### src/rtl/axi_periph_slave.sv
`default_nettype none
// ============================================================================
//  Module      : axi_periph_slave
//  Description : AXI4-Lite register-file slave. NREGS 32-bit registers start
//                at byte address ADDR_BASE. The read and write channels are
//                handled by independent two-state FSMs. Register 0 is exported
//                on CtrlReg for use by the surrounding fabric.
//  Build macro : AXI_SLV_ERRRESP_EN -- when defined, accesses outside the
//                register window respond SLVERR (2'b10); otherwise OKAY.
//                Out-of-range writes are dropped and out-of-range reads
//                return zero in both builds.
//  Ports       : Clk, Rst (synchronous, active-high)
//                S_AW*  write address channel   S_W* write data channel
//                S_B*   write response channel  S_AR* read address channel
//                S_R*   read data channel       CtrlReg live copy of reg 0
//  Revision    : 1.0 - initial release
// ============================================================================
module axi_periph_slave #(
  parameter logic [31:0] ADDR_BASE = 32'h0001_0000,
  parameter int          NREGS     = 16
) (
  input  logic        Clk,
  input  logic        Rst,
  // Write address
  input  logic [31:0] S_AWADDR,
  input  logic        S_AWVALID,
  output logic        S_AWREADY,
  // Write data
  input  logic [31:0] S_WDATA,
  input  logic [3:0]  S_WSTRB,
  input  logic        S_WVALID,
  output logic        S_WREADY,
  // Write response
  output logic [1:0]  S_BRESP,
  output logic        S_BVALID,
  input  logic        S_BREADY,
  // Read address
  input  logic [31:0] S_ARADDR,
  input  logic        S_ARVALID,
  output logic        S_ARREADY,
  // Read data
  output logic [31:0] S_RDATA,
  output logic [1:0]  S_RRESP,
  output logic        S_RVALID,
  input  logic        S_RREADY,
  // Fabric-side copy of register 0
  output logic [31:0] CtrlReg
);

  localparam int          IDX_W       = $clog2(NREGS);
  localparam logic [31:0] c_spanBytes = 32'(NREGS * 4);
  localparam logic [1:0]  c_respOkay  = 2'b00;
`ifdef AXI_SLV_ERRRESP_EN
  localparam logic [1:0]  c_respRange = 2'b10;
`else
  localparam logic [1:0]  c_respRange = 2'b00;
`endif

  typedef enum logic [0:0] {W_IDLE = 1'b0, W_RESP = 1'b1} wrState_t;
  typedef enum logic [0:0] {R_IDLE = 1'b0, R_DATA = 1'b1} rdState_t;

  wrState_t r_wrState, w_wrNext;
  rdState_t r_rdState, w_rdNext;

  logic [31:0] r_regs [NREGS];
  logic [1:0]  r_bResp;
  logic [31:0] r_rData;
  logic [1:0]  r_rResp;

  // --------------------------------------------------------------------------
  // Address decode. The subtraction wraps for addresses below the base, so
  // the explicit lower-bound compare is required alongside the span check.
  // --------------------------------------------------------------------------
  logic [31:0]      w_wrOffset, w_rdOffset;
  logic             w_wrInRange, w_rdInRange;
  logic [IDX_W-1:0] w_wrIdx, w_rdIdx;

  assign w_wrOffset  = S_AWADDR - ADDR_BASE;
  assign w_rdOffset  = S_ARADDR - ADDR_BASE;
  assign w_wrInRange = (S_AWADDR >= ADDR_BASE) && (w_wrOffset < c_spanBytes);
  assign w_rdInRange = (S_ARADDR >= ADDR_BASE) && (w_rdOffset < c_spanBytes);
  assign w_wrIdx     = IDX_W'(w_wrOffset >> 2);
  assign w_rdIdx     = IDX_W'(w_rdOffset >> 2);

  logic w_wrHs, w_rdHs;
  assign w_wrHs = S_AWVALID & S_AWREADY & S_WVALID & S_WREADY;
  assign w_rdHs = S_ARVALID & S_ARREADY;

  // --------------------------------------------------------------------------
  // Write FSM
  // --------------------------------------------------------------------------
  always_ff @(posedge Clk) begin
    if (Rst) begin
      r_wrState <= W_IDLE;
    end else begin
      r_wrState <= w_wrNext;
    end
  end

  // Address and data are only accepted together, so a master that presents
  // one channel early simply waits until the other arrives.
  always_comb begin
    w_wrNext  = r_wrState;
    S_AWREADY = 1'b0;
    S_WREADY  = 1'b0;
    S_BVALID  = 1'b0;
    case (r_wrState)
      W_IDLE: begin
        if (!Rst && S_AWVALID && S_WVALID) begin
          S_AWREADY = 1'b1;
          S_WREADY  = 1'b1;
          w_wrNext  = W_RESP;
        end
      end
      W_RESP: begin
        S_BVALID = !Rst;
        if (S_BREADY) begin
          w_wrNext = W_IDLE;
        end
      end
      default: w_wrNext = W_IDLE;
    endcase
  end

  // Register file and write response. Reads below sample r_regs before this
  // block's non-blocking update, so a same-cycle read sees the old value.
  always_ff @(posedge Clk) begin
    if (Rst) begin
      r_bResp <= 2'b00;
      for (int i = 0; i < NREGS; i++) begin
        r_regs[i] <= 32'h0;
      end
    end else if (w_wrHs) begin
      r_bResp <= w_wrInRange ? c_respOkay : c_respRange;
      if (w_wrInRange) begin
        for (int b = 0; b < 4; b++) begin
          if (S_WSTRB[b]) begin
            r_regs[w_wrIdx][8*b +: 8] <= S_WDATA[8*b +: 8];
          end
        end
      end
    end
  end

  assign S_BRESP = r_bResp;
  assign CtrlReg = r_regs[0];

  // --------------------------------------------------------------------------
  // Read FSM
  // --------------------------------------------------------------------------
  always_ff @(posedge Clk) begin
    if (Rst) begin
      r_rdState <= R_IDLE;
    end else begin
      r_rdState <= w_rdNext;
    end
  end

  always_comb begin
    w_rdNext  = r_rdState;
    S_ARREADY = 1'b0;
    S_RVALID  = 1'b0;
    case (r_rdState)
      R_IDLE: begin
        S_ARREADY = !Rst;
        if (!Rst && S_ARVALID) begin
          w_rdNext = R_DATA;
        end
      end
      R_DATA: begin
        S_RVALID = !Rst;
        if (S_RREADY) begin
          w_rdNext = R_IDLE;
        end
      end
      default: w_rdNext = R_IDLE;
    endcase
  end

  // Read data is captured once at the address handshake and held until the
  // data handshake, independent of later register writes.
  always_ff @(posedge Clk) begin
    if (Rst) begin
      r_rData <= 32'h0;
      r_rResp <= 2'b00;
    end else if (w_rdHs) begin
      r_rData <= w_rdInRange ? r_regs[w_rdIdx] : 32'h0;
      r_rResp <= w_rdInRange ? c_respOkay : c_respRange;
    end
  end

  assign S_RDATA = r_rData;
  assign S_RRESP = r_rResp;

endmodule
`default_nettype wire

### config.mk
export PLATFORM = sky130hd
export DESIGN_NAME = axi_periph_slave
export DESIGN_NICKNAME = d
export VERILOG_FILES = /design/src/rtl/axi_periph_slave.sv
export SDC_FILE = /design/constraint.sdc
export NUM_CORES = 1
export LEC_CHECK = 0
export ABC_CLOCK_PERIOD_IN_PS = 2610
export BUFFER_PORTS_ARGS = -buffer_cell sky130_fd_sc_hd__buf_2
export CAP_MARGIN = 30
export CORE_AREA = 2 2 265 267
export CTS_BUF_LIST = sky130_fd_sc_hd__clkbuf_4 sky130_fd_sc_hd__clkbuf_8
export DETAILED_ROUTE_END_ITERATION = 10
export DIE_AREA = 0 0 267 269
export SLEW_MARGIN = 40
export SYNTH_ARGS = -nofsm -noshare
export SYNTH_HDL_FRONTEND = slang
export SYNTH_SLANG_ARGS = --single-unit
### constraint.sdc
create_clock -name Clk -period 2.61 [get_ports Clk]
set_input_delay 0.3915 -clock Clk [delete_from_list [all_inputs] [get_ports Clk]]
set_output_delay 0.3915 -clock Clk [all_outputs]
set_load 0.05 [all_outputs]
### Word level (Yosys, flattened, before mapping)

Memory sizes are Yosys's and may differ from the RTL's.
Cells that the tools add are included.

| storage, ports and cells | value |
|---|---|
| bits in registers | 34 |
| RAM bits | 512 |
| input port bits | 107 |
| output and inout port bits | 73 |
| word-level logic and storage cells | 59 |
| memories | 1 |

Memory list:

| memory | words | bits a word | rd ports | clocked after Yosys merged registers in | write ports | line | text |
|---|---|---|---|---|---|---|---|
| r_regs | 16 | 32 | 2 | 0 | 16 | 65 | `logic [31:0] r_regs [NREGS];` |

| cells by class | value |
|---|---|
| add/sub/neg operators | 2 |
| $lt $le $gt $ge | 4 |
| muxes and demuxes | 36 |
| bitwise logic cells | 6 |
| reduce and logical (&&, ||, !) cells | 7 |

Operators by type and width:

| operator | count |
|---|---|
| $ge 32x17->1 const B | 2 |
| $lt 32x7->1 const B | 2 |
| $mux 32 | 2 |
| $sub 32x17->32 const B | 2 |
| $reduce_or 32->1 | 1 |
| $mux 1 | 30 |
| $mux 4 | 2 |
| $logic_and 1x1->1 | 5 |
| $and 1x1->1 | 4 |
| $pmux 1 s2 | 2 |
| $not 1->1 | 2 |
| $logic_not 1->1 | 1 |

### Logic depth before layout (Yosys ltp)

| depth | value |
|---|---|
| word-level depth | 13 |
| gate-level depth with buffers | 8 |
| gate-level depth less buffers | 5 |

### Worst setup path before layout

Ideal clock, no wire load.

| timing path | value |
|---|---|
| path type | input port to flip-flop |
| start point | in Rst |
| end point | mem r_regs[15][0] (enable) |
| library setup time | 0.326 ns |
| data arrival time | 2.302 ns |
| data required time | 2.284 ns |
| slack | -0.018 ns |
| stages on the path | 8 |
| path buffers | 3 |
| cell sequence | clkbuf_1 > and4bb_2 > nand4_1 > nor2_2 > and3_1 > clkbuf_2 > buf_2 > a21o_1 |

RTL lines:

| what | line | text |
|---|---|---|
| from (decl) | 23 | `input logic Rst,` |
| to (decl) | 65 |  |

==> run summary <==
## Finish
* layout cells sized above 1: 0.3010
* final std cell area, no fill: 0.02794 mm2
* Area Overhead vs Synth: 16.86%
* antenna diode instance count: 0
* fin nets: 1968

## STA
* achievable clock frequency: 442.3 MHz
* Total Negative Setup Slacks: 0 ns
* worst hold margin: 0.1835 ns
* pin slew with the least headroom to its limit: 0.7870 ns
* Relative slew margins: 0.4741
* final critical-path share of the clock period: 0.8662
* Clock Skew: 0.02640 ns
* Setup-failing EPs final: 0
* shortest period the worst path allows: 2.261 ns
* count of final hold-check violations: 0
* crit path setup slack, layout: 0.3493 ns
* RSZ-0062 raised after global routing: false
* max-slew violations: 0

## Critical path
* startpoint kind of the worst setup timing path: flop
* kind of capture point of the worst setup path: flop
* CP Max Fanout: 11
* worst endpoint data arrival time: 2.58 ns
* required time of the critical path: 2.93 ns
* WS Path Type: reg2reg

## CTS
* Post-CTS Resized: 0
* CTS HTree Levels: 3
* total number of clock tree sinks: 546
* buffer cell driving the clock tree root: sky130_fd_sc_hd__clkbuf_8
* clock buffer depth: 3
* Clock transition at path regs: 0.06 ns
* CTS tree: done
* TritonCTS buffer count: 90
* Worst-Skew Late Latency: 0.67 ns
* post-CTS setup-driven buffer insertion count: 0

## Routing
* detailed-route vias per instance: 5.199
* total wirelength of the detailed-routed design: 65.26 mm
* DR vias: 14920
* remaining antenna violation count: 0
* average wire length per cell after detail routing: 22.74 um
* iteration count of the initial detailed-routing pass: 7
* DR DRC count: 0
* number of DRC markers in iteration 0: 1435

## Job
* max-cap check violation count: 0

## Placement
* last weighted congestion value of the routability-driven placer: 0.7912
* pre-CTS setup slack: 0.09150 ns
* number of buffers inserted by port buffering: 171
* standard cell area after detailed placement: 0.02610 mm2
* HPWL reported at the end of detailed placement: 42.25 mm

## Synthesis
* flops & latches, synth: 546
* Mapped Cells: 1681
* area of the mapped netlist: 0.02391 mm2
* leading register cell type out of synthesis: sky130_fd_sc_hd__edfxtp_1
* sequential fraction of the synthesis area: 0.6716
* EDFF count, synth: 512
* synthesized area per cell: 14.22 um2
* yosys synthesis warning count: 0
* proportion of register bits with asynchronous set or reset after synthesis: 0
* count of cell types in the netlist: 37

## Die
* CORE AREA: 0.06930 mm2
* Initial Utilization: 0.3450
* Chip Height: 269 um
* full die area: 0.07182 mm2
* Core Rows: 97
* width of the chip: 267 um
* num ports: 180

## Global route
* number of antenna violations at the first check in global routing: 2
* overall global routing resource usage: 0.1817
* pin count of the biggest net entering global routing: 57
* first-pass GRT wire length: 95.52 mm
* Overflow after GRT: 0
* vias in the first global route: 15390

## Pwr
* Pint: 0.01444 W
* maximum vdd ir drop: 0.0003040 V
* Total Power: 0.01876 W
* fraction of power spent switching nets: 0.2302
* Power Density: 671.6 mW/mm2
* combinational share of power: 0.072
* net load switching power: 0.004319 W
* proportion of power drawn by the clock network: 0.405
* static leakage: 10.32 nW
* Sequential Power Share: 0.523

## Min path
* Hold Path Class: in2reg

## Run status
* result of the run: completed

-- path summary, 6_finish.rpt --
path,cells past startpoint,slack [ns],end,startpoint
setup / recovery,7,0.35,r_regs[13][1]$_SDFFCE_PN0P_,r_wrState$_SDFF_PP0_
setup reg to reg,7,0.35,r_regs[13][1]$_SDFFCE_PN0P_,r_wrState$_SDFF_PP0_
hold reg to reg,1,0.47,S_RDATA[13]$_SDFFE_PP0P_,S_RDATA[13]$_SDFFE_PP0P_
hold / removal,3,0.18,r_wrState$_SDFF_PP0_,S_WVALID
-- through the flow --
stage,std cells,util
floorplan,1684,-
global placement,2706,0.3766
detailed placement,2706,0.3766
CTS,2870,0.4031
global route,2870,0.4031
finish,2870,0.4031
-- sequential cells by signal, summed over array words and instances (netlist names) --
register and count:
r_wrState 1, r_regs 512, r_rdState 1, S_RDATA 32
-- layout make-up --
class                           instances  area [um2]
Clock buffer                          133        1599
Clock inverter                         28       210.2
Fill cell                            6413       41360
Inverter                                2       7.507
Multi-Input combinational cell        966        7143
Sequential cell                       546       16060
Tap cell                              940        1176
Timing Repair Buffer                  255        1745
-- power by group through the flow --
stage	clock [W]	sequential [W]	combinational, W
after global placement	0	0.00997	0.00135
after global routing	0.00815	0.00982	0.00144
after CTS	0.00775	0.00981	0.00137
after floorplan	0	0.0100	0.000814
final	0.00760	0.00980	0.00136
after detailed placement	0	0.00999	0.00136
-- per-layer routing --
layer | wire, um | track usage | share of wire | vias up
li1 | - | - | - | 6600
met1 | 25810 | 0.2248 | 0.40 | 7623
met2 | 32900 | 0.3130 | 0.50 | 579
met3 | 4629 | 0.03689 | 0.071 | 118
met4 | 1824 | 0.06939 | 0.028 | 2
met5 | 99 | 0.01014 | 0.0015 | -
-- layout by cell type (no fill, tap or decap), types with 32 or more instances in the layout --
master,count
sky130_fd_sc_hd__clkbuf_4,37
sky130_fd_sc_hd__buf_4,64
sky130_fd_sc_hd__a31o_2,48
sky130_fd_sc_hd__nor2b_1,37
sky130_fd_sc_hd__dfxtp_1,34
sky130_fd_sc_hd__nand2_1,34
sky130_fd_sc_hd__buf_2,168
sky130_fd_sc_hd__clkbuf_8,97
sky130_fd_sc_hd__mux2i_1,32
sky130_fd_sc_hd__mux4_2,128
sky130_fd_sc_hd__edfxtp_1,512
sky130_fd_sc_hd__a211oi_1,33
sky130_fd_sc_hd__nor2_1,520
sky130_fd_sc_hd__a21oi_1,32
sky130_fd_sc_hd__a22o_1,32
-- synthesized netlist by cell type (all sizes together) (2+ instances only) --
cell type    n  share of area
a211oi      33          0.010
a21o        17         0.0053
a21oi       33         0.0069
a22o        32          0.012
a31o        48          0.018
and2         2        0.00052
and3         5         0.0013
buf         52          0.012
clkbuf     118          0.019
dfxtp       34          0.028
edfxtp     512           0.64
inv          2        0.00031
mux2i       32          0.013
mux4       128           0.12
nand2       34         0.0053
nand3       10         0.0021
nand4        9         0.0024
nor2       521          0.082
nor2b       37         0.0097
nor3         4         0.0013
nor4         8         0.0024
nor4b        2        0.00073
-- worst max-delay path, cell delays in order, from the launching register on --
cell and delay [ns]:
sky130_fd_sc_hd__dfxtp_1 0.30, sky130_fd_sc_hd__and4bb_4 0.34, sky130_fd_sc_hd__nand4_1 0.15, sky130_fd_sc_hd__nor2_2 0.15, sky130_fd_sc_hd__buf_4 0.19, sky130_fd_sc_hd__and2_1 0.16, sky130_fd_sc_hd__buf_4 0.22, sky130_fd_sc_hd__a21o_1 0.41
-- timing repair --
action / in CTS / in global routing
hold buffers: 3 / 0
endpoints found under the setup margin: 0 / 0
endpoints found under the hold margin: 2 / 0
-- kinds of logic (layout without fill, tap and decap cells) --
kind of cell              after synthesis  count (layout)  synth area share
and+or+nand+nor                       636             636            0.1092
AOI/OAI and AO/OA                     165             165           0.05360
other                                   1               4         0.0001569
xor gates and xnor gates                1               1         0.0003664
muxes                                 160             160            0.1340
DFF                                   546             546            0.6716
buffers and inverters                 172             418           0.03104
No activity file was read; power rests on OpenSTA's default activity.
